<file path="src/rtl/mac3_seq_pkg.sv">
// Shared types and constants for the 9-tap MAC sequencer.
package mac3_seq_pkg;

  typedef enum logic [2:0] {
    S_IDLE,
    S_RUN,
    S_FLUSH,
    S_DRAIN,
    S_DONE
  } state_t;

  localparam int MAC_LATENCY_DEFAULT = 5;
  localparam int FLUSH_BEATS         = 2;

endpackage

</file>
<file path="src/rtl/mac3_valid_tracker.sv">
// Follows each window through the MAC pipeline; out_valid marks a finished result.
// Stages 1-2 advance only on MAC input beats, the remaining stages free-run every cycle.
module mac3_valid_tracker
  import mac3_seq_pkg::*;
#(
  parameter int MAC_LATENCY = MAC_LATENCY_DEFAULT
) (
  input  logic clk,
  input  logic arst_n_in,
  input  logic beat,
  input  logic real_beat,
  output logic out_valid,
  output logic empty
);

  localparam int TW = MAC_LATENCY - 2;

  logic          t1;
  logic          t2;
  logic [TW-1:0] tail;

  always_ff @(posedge clk or negedge arst_n_in) begin
    if (!arst_n_in) begin
      t1   <= 1'b0;
      t2   <= 1'b0;
      tail <= '0;
    end else begin
      if (beat) begin
        t1 <= real_beat;
        t2 <= t1;
      end
      // stage 3 captures only when a beat pushes stage 2 forward
      tail <= {tail[TW-2:0], t2 & beat};
    end
  end

  assign out_valid = tail[TW-1];
  assign empty     = !(t1 | t2 | (|tail));

endmodule

</file>
<file path="src/rtl/mac3_seq.sv">
// Job controller for a 9-tap MAC: issues num_items windows, two zero flush beats, then drains results.
// Optional stall_cycles counter is built when MAC3_SEQ_PERF_EN is defined.
module mac3_seq
  import mac3_seq_pkg::*;
#(
  parameter int CNT_WIDTH   = 16,
  parameter int MAC_LATENCY = MAC_LATENCY_DEFAULT
) (
  input  logic                 clk,
  input  logic                 arst_n_in,
  input  logic                 start,
  input  logic [CNT_WIDTH-1:0] num_items,
  input  logic                 op_valid,
  output logic                 op_ready,
  output logic                 mac_input_valid,
  output logic                 mac_zero_operands,
  output logic                 out_valid,
  output logic [CNT_WIDTH-1:0] result_count,
  output logic                 busy,
  output logic                 done
`ifdef MAC3_SEQ_PERF_EN
  ,
  output logic [31:0]          stall_cycles
`endif
);

  state_t               state;
  state_t               state_nxt;
  logic [CNT_WIDTH-1:0] items_q;
  logic [CNT_WIDTH-1:0] issued;
  logic [1:0]           flush_cnt;
  logic                 last_beat;
  logic                 real_beat;
  logic                 trk_empty;

  // one extra bit so a full-range job cannot wrap the comparison
  assign last_beat = (({1'b0, issued} + 1'b1) == {1'b0, items_q});
  assign real_beat = (state == S_RUN) && op_valid;

  always_comb begin
    state_nxt         = state;
    op_ready          = 1'b0;
    mac_input_valid   = 1'b0;
    mac_zero_operands = 1'b0;
    busy              = 1'b1;
    done              = 1'b0;
    case (state)
      S_IDLE: begin
        busy = 1'b0;
        if (start) state_nxt = (num_items == '0) ? S_DONE : S_RUN;
      end
      S_RUN: begin
        op_ready        = 1'b1;
        mac_input_valid = op_valid;
        if (op_valid && last_beat) state_nxt = S_FLUSH;
      end
      S_FLUSH: begin
        mac_input_valid   = 1'b1;
        mac_zero_operands = 1'b1;
        if (flush_cnt == 2'(FLUSH_BEATS - 1)) state_nxt = S_DRAIN;
      end
      S_DRAIN: begin
        if (trk_empty && (result_count == items_q)) state_nxt = S_DONE;
      end
      S_DONE: begin
        done      = 1'b1;
        state_nxt = S_IDLE;
      end
      default: begin
        busy      = 1'b0;
        state_nxt = S_IDLE;
      end
    endcase
  end

  always_ff @(posedge clk or negedge arst_n_in) begin
    if (!arst_n_in) begin
      state        <= S_IDLE;
      items_q      <= '0;
      issued       <= '0;
      flush_cnt    <= '0;
      result_count <= '0;
    end else begin
      state <= state_nxt;
      if ((state == S_IDLE) && start) begin
        items_q      <= num_items;
        issued       <= '0;
        flush_cnt    <= '0;
        result_count <= '0;
      end else begin
        if (real_beat) issued <= issued + 1'b1;
        if (state == S_FLUSH) flush_cnt <= flush_cnt + 1'b1;
        if (out_valid) result_count <= result_count + 1'b1;
      end
    end
  end

`ifdef MAC3_SEQ_PERF_EN
  always_ff @(posedge clk or negedge arst_n_in) begin
    if (!arst_n_in) begin
      stall_cycles <= '0;
    end else if ((state == S_IDLE) && start) begin
      stall_cycles <= '0;
    end else if ((state == S_RUN) && !op_valid && (stall_cycles != '1)) begin
      stall_cycles <= stall_cycles + 1'b1;
    end
  end
`endif

  mac3_valid_tracker #(
    .MAC_LATENCY(MAC_LATENCY)
  ) u_tracker (
    .clk      (clk),
    .arst_n_in(arst_n_in),
    .beat     (mac_input_valid),
    .real_beat(real_beat),
    .out_valid(out_valid),
    .empty    (trk_empty)
  );

endmodule

</file>
<file path="config.mk">
export PLATFORM = sky130hd
export DESIGN_NAME = mac3_seq
export DESIGN_NICKNAME = d
export VERILOG_FILES = /design/src/rtl/mac3_seq_pkg.sv /design/src/rtl/mac3_valid_tracker.sv /design/src/rtl/mac3_seq.sv
export SDC_FILE = /design/constraint.sdc
export NUM_CORES = 1
export LEC_CHECK = 0
export CORE_UTILIZATION = 24
export DETAILED_ROUTE_END_ITERATION = 10
export GPL_TIMING_DRIVEN = 0
export PLACE_DENSITY_LB_ADDON = 0.08
export SLEW_MARGIN = 20
export SYNTH_ARGS = -nofsm -noshare
export SYNTH_HDL_FRONTEND = slang
export SYNTH_SLANG_ARGS = --single-unit
</file>
<file path="constraint.sdc">
create_clock -name clk -period 3 [get_ports clk]
set_input_delay 0.75 -clock clk [delete_from_list [all_inputs] [get_ports clk]]
set_output_delay 0.75 -clock clk [all_outputs]
set_load 0.005 [all_outputs]
</file>
==> metrics, run 1 <==
outcome=finished, final reports clean; Slew headroom=0.445; period utilization=0.955; highest net fanout along the worst path=8; Final Hold Viols=0; DRC Markers=0; Arrival @ worst endpoint=2.12 ns; syn_area_per_cell=9.67 µm²; Die Ht=between 100 and 150 µm; Post-DP Area=4080 µm²; H-tree depth=3; HPWL Detailed=around 7400 µm; P_leak=1.81 nW; Die Wd=~120 µm; Non-Filler Instances=591; Worst-Margin Slew=between 0.8 and 0.9 ns; Detail Route Antenna Nets=0; warnings from Yosys=0; Layout Nets=429; area of the die=14,700 µm²; layout cell share with drive strength beyond 1=0.131; starting density of the core=0.247; first-pass GRT wire length=15,900 µm; TritonCTS clock tree=done; Async SR Flop Fraction=1.00; Design Area, Final=4440 µm²; initial antenna violation count=0; WS Path Type=flip-flop to output pin; setup bufs post-CTS=0; std cell rows=43; Area Growth Syn to Fin=29.8%; ant diodes=0; grt total ovfl=0; path type of the worst min-delay path=input port to asynchronous set/reset pin; DRT Pass-1 Iters=5; CP startpoint kind=flip-flop; Power Density=495 nW/µm²; Max Cap Viol=0; terminus of the critical flop-to-flop path=state[0]; Post-synth top flop=dfrtp_1; routability cong.=0.758; VDD IR max=around 0.20 mV; total CTS buffers=9; Overall Global Routing Usage=0.146; synthesized flop and latch total=58; max frequency=0.349 GHz; clock sinks=58; vias in the first global route=2,754; drt via density=4.63; post-synthesis instance total=354; Reg2Reg Setup Slack=between 0.15 and 0.2 ns; Setup Skew=0.00471 ns; initial drt markers=79; worst r2r src=issued[0]; IO buf count=41; Worst-path clk slew=0.05 ns; Critical Path RT=2.25 ns; Worst-Skew Late Latency=between 0.3 and 0.4 ns; cts hold-fix bufs=0; post-synthesis cell area=around 3400 µm²; post-route setup slack=0.134 ns; Worst Reg2Reg Path Length in Cells=7; Yosys cell types=48; I/O Pins=42; sequential fraction of the synthesis area=0.424; WL final=9920 µm; Setup violations, final=0; Core Area=roughly 14,000 µm²; Clock Path Buffers=2; post-cts resize count=2; Post-synth EDFFs=0; syn nets=about 380; clk root buf=clkbuf_16; Placed Cells=576; largest net degree at the start of global routing=49; crit path time final=2.87 ns; Avg WL per Cell=16.8 µm; Worst setup EP type=output pin; pre-CTS setup slack=-0.330 ns; DR vias=approximately 2,700; Slew Viols, Final=0
registers in the layout, indices dropped and copies added, names as in the netlist:
name            flops
u_tracker.t2        1
u_tracker.tail      3
flush_cnt           2
result_count       16
u_tracker.t1        1
state               3
items_q            16
issued             16
area by class of cell:
| type | instances | area (µm²) |
|---|---|---|
| buffer | 18 | 83.8 |
| clock buffer | 10 | 229 |
| inverter | 6 | 22.5 |
| timing repair buffer | 42 | 435 |
| fill | 1474 | 9440 |
| clock inverter | 6 | 105 |
| multi-input combinational | 271 | 1890 |
| sequential | 58 | 1450 |
| tap | 180 | 225 |
cells in the mapped netlist (3+ instances only):
cell	count	area, µm²
mux2_2	18	203
nand2_1	23	86.3
nand3_1	12	60.1
buf_2	3	15.0
or4_1	4	30.0
a21oi_1	7	35.0
nor3_1	4	20.0
nor2b_1	5	31.3
and2_1	4	25.0
and3_1	6	37.5
nor2_1	43	161
mux2i_1	5	50.1
ha_1	3	37.5
nand2b_1	4	25.0
xnor2_1	23	201
o31ai_1	6	45.0
dfrtp_1	58	1450
clkbuf_1	11	41.3
nor4_1	9	56.3
inv_1	6	22.5
buf_4	3	22.5
o41ai_1	3	26.3
nand4_1	10	62.6
xor2_1	29	254
o21ai_0	23	115
o211ai_1	3	22.5
or3_1	3	18.8
where the power goes:
part / leakage, nW / internal, mW / switching, mW
Clock: 0.166 / 0.807 / 0.379
Sequential: 0.731 / 0.808 / 0.0386
Combinational: 0.911 / 0.0926 / 0.0716
worst max-delay path, stage by stage, from the launching register on:
cell,delay [ns]
dfrtp_1,0.36
clkbuf_1,0.23
nor3b_4,0.32
nand2_1,0.19
nand2_1,0.17
clkdlybuf4s50_1,0.51
placed cells by master, fill, tap and decap left out, drive strengths merged, types with 11 or more instances in the layout:
cell	n
xor2	29
nand4	12
nor2	43
clkdlybuf4s50	40
mux2	18
dfrtp	58
o21ai	24
nand3	13
clkbuf	21
nor4	11
xnor2	24
nand2	23
worst max path at each step:
stage              start                to  cells after the start
5_1_grt         state[1]   mac_input_valid                      5
2_1_floorplan  issued[0]          state[0]                      7
3_5_place_dp       start  result_count[10]                      5
3_3_place_gp   arst_n_in      u_tracker.t2                      1
4_1_cts         state[0]   mac_input_valid                      5
6_report        state[1]   mac_input_valid                      5
metal layers:
layer | track usage | wire length [µm] | up-vias
li1 | - | - | 1358
met2 | 0.229 | 4640 | 47
met4 | 0.0610 | 168 | 0
met3 | 0.0296 | 304 | 12
met5 | 0 | 0 | -
met1 | 0.194 | 4810 | 1322
logic make-up (layout without fill, tap and decap cells):
| group | count (synthesis) | after routing | synth area share |
|---|---|---|---|
| AOI/OAI and AO/OA | 52 | 52 | 0.0925 |
| xor gates and xnor gates | 53 | 53 | 0.138 |
| adders and majority gates | 3 | 3 | 0.0110 |
| buffers and inverters | 25 | 82 | 0.0322 |
| DFF | 58 | 58 | 0.424 |
| muxes | 23 | 23 | 0.0739 |
| and+or+nand+nor | 140 | 140 | 0.229 |
per-stage QoR:
step | utilization | setup TNS (ns) | hold WS, ns | power (mW)
finish | 0.320 | 0 | 0.260 | 2.20
global route | 0.320 | -0.00687 | 0.270 | 2.28
CTS | 0.319 | 0 | 0.259 | 2.23
detailed placement | 0.294 | -5.99 | 0.355 | 1.03
global placement | 0.292 | -64.20 | 0.353 | 1.03
floorplan | - | 0 | 0.346 | 0.926
No activity file was read; power rests on OpenSTA's default activity.
==> inputs of run 2 (changes only) <==
- ABC_CLOCK_PERIOD_IN_PS: default -> 3700
- CTS_CLUSTER_SIZE: default -> 10
- clock period: 3 -> 3.7 ns (I/O delays scaled with it)
==> run 2 against run 1 <==
  * Register-to-register slack better by 0.63 ns
  * Sequential share of layout area is 0.19 points higher
  * Non-clock buffer count is 1 higher
  * Routed wire length is 1.0% lower
  * Critical endpoint unchanged
  * Largest cell class unchanged
  * Highest routed layer unchanged
==> metrics, run 2 (synthesis results as in run 1) <==
initial antenna violation count=0 (unchanged); Power Density=403 nW/µm² (was 495 nW/µm²); cts hold-fix bufs=0 (unchanged); leading cell types in the layout, fill and taps excluded=dfrtp_1, nor2_1, clkdlybuf4s50_1 (unchanged); GR Util met1=0.194 (about the same); crit path time final=3.41 ns; Die Ht=121 µm (unchanged); Critical Path RT=2.77 ns (was 2.25 ns); clock sinks=58 (unchanged); terminus of the critical flop-to-flop path=issued[8] (was state[0]); first-pass GRT wire length=15,900 µm (about the same); Fill cells=1,471 (was 1,474); P_leak=1.81 nW (about the same); Max Cap Viol=0 (unchanged); std cell rows=43 (unchanged); Arrival @ worst endpoint=2.49 ns (was 2.12 ns); worst hold slack=0.378 ns (was 0.260 ns); Core Area=13,900 µm² (unchanged); max frequency=0.293 GHz; Design Area, Final=4420 µm² (was 4440 µm²); busiest grt layer=met2 (unchanged); largest net degree at the start of global routing=49 (unchanged); Overall Global Routing Usage=0.146 (about the same); Clock Path Buffers=2 (unchanged); Critical path origin=state[0] (was state[1]); Slew headroom=0.355 (was 0.445); CP startpoint kind=flip-flop (unchanged); post-cts resize count=0 (was 2); outcome=finished, final reports clean (unchanged); initial drt markers=93 (was 79); WL final=9820 µm (was 9920 µm); pre-CTS setup slack=0.195 ns (was -0.330 ns); post-route setup TNS=0 ns (unchanged); Final Util=0.318 (was 0.320); TritonCTS clock tree=done (unchanged); Worst Reg2Reg Path Length in Cells=8 (was 7); total CTS buffers=9 (unchanged); Area Growth Syn to Fin=29.1% (was 29.8%); post-route setup slack=0.287 ns (was 0.134 ns); Worst-path clk slew=0.05 ns (about the same); starting density of the core=0.247 (unchanged); DR vias=2,724 (was 2,739); drt via density=4.60 (was 4.63); met3 GRT Util=0.0296 (unchanged); DRC Markers=0 (unchanged); area of the die=14,700 µm² (unchanged); Die Wd=121 µm (unchanged); Regs by FF count=issued x16, items_q x16, result_count x16 (unchanged); I/O Pins=42 (unchanged); worst r2r src=state[0] (was issued[0]); grt total ovfl=0 (unchanged); DRT Pass-1 Iters=4 (was 5); Slew Viols, Final=0 (unchanged); total power=1.78 mW (was 2.20 mW); Reg2Reg Setup Slack=0.82 ns (was 0.19 ns); Worst-Margin Slew=0.966 ns (was 0.826 ns); multi-input combinational cell area=1860 µm² (was 1890 µm²); highest net fanout along the worst path=10 (was 8); Non-Filler Instances=592 (was 591); Setup violations, final=0 (unchanged); IO buf count=41 (unchanged); path type of the worst min-delay path=flip-flop to flip-flop (was input port to asynchronous set/reset pin); routability cong.=0.758 (unchanged); setup bufs post-CTS=0 (unchanged); CP Capture Point=mac_input_valid (unchanged); clk root buf=clkbuf_16 (unchanged); ant diodes=0 (unchanged); Detail Route Antenna Nets=0 (unchanged); Worst setup EP type=output pin (unchanged); Setup Skew=0.00468 ns (was 0.00471 ns); Worst-Skew Late Latency=0.33 ns (about the same); Placed Cells=576 (unchanged); RSZ-0062 raised after global routing=no; WS Path Type=flip-flop to output pin (unchanged); period utilization=0.922; met2 usage=0.229 (unchanged); commonest non-fill, non-tap cell in the layout=dfrtp_1 (unchanged); Register Area=1450 µm² (unchanged); VDD IR max=0.162 mV (was 0.201 mV); H-tree depth=3 (unchanged); vias in the first global route=2,756 (was 2,754); HPWL Detailed=7390 µm (unchanged); Final Hold Viols=0 (unchanged); Avg WL per Cell=16.6 µm (was 16.8 µm); Layout Nets=430 (was 429); layout cell share with drive strength beyond 1=0.124 (was 0.131); Post-DP Area=4080 µm² (unchanged)
==> run 2: cell types whose count changed in the layout (fill, tap and decap cells not counted) <==
cell / change
nor4b_4: -1
nor4b_1: +1
ha_2: -1
nor3b_1: +1
clkbuf_1: +1
ha_1: +1
nor3b_4: -1
==> run 2: layout make-up <==
| cell class | instances | area share |
|---|---|---|
| plain buffers | 19 | 0.0198 |
| clock buffers | 10 | 0.0518 |
| clock inverters | 6 | 0.0238 |
| inverters | 6 | 0.00510 |
| multi-input cells | 271 | 0.421 |
| flip-flops and latches | 58 | 0.329 |
| well taps | 180 | 0.0510 |
| repair buffers | 42 | 0.0986 |
==> run 2: how the worst min path moves through the flow <==
stage	startpoint	depth (start not counted)	to
after floorplan	u_tracker.tail[1]	0	u_tracker.tail[2]
after global placement	u_tracker.tail[1]	0	u_tracker.tail[2]
after detailed placement	u_tracker.tail[1]	0	u_tracker.tail[2]
after CTS	u_tracker.tail[1]	0	u_tracker.tail[2]
after global routing	u_tracker.tail[1]	0	u_tracker.tail[2]
final	u_tracker.tail[1]	0	u_tracker.tail[2]
==> run 2: critical path: stages (launching register included) <==
cell,delay (ns)
dfrtp_1,0.32
clkbuf_1,0.31
nor3b_1,0.55
nand2_1,0.26
nand2_1,0.19
clkdlybuf4s50_1,0.52
==> run 2: metal layers <==
metal | vias to the layer above | wire, µm
met5 | - | 0
met4 | 0 | 187
met3 | 13 | 318
met2 | 46 | 4570
met1 | 1306 | 4740
li1 | 1359 | -
==> run 2: where the power goes <==
group          leakage (nW)  switching, mW  total [mW]  internal (mW)
combinational         0.909         0.0577       0.133         0.0749
sequential            0.731         0.0312       0.686          0.655
clock                 0.166          0.307       0.961          0.654
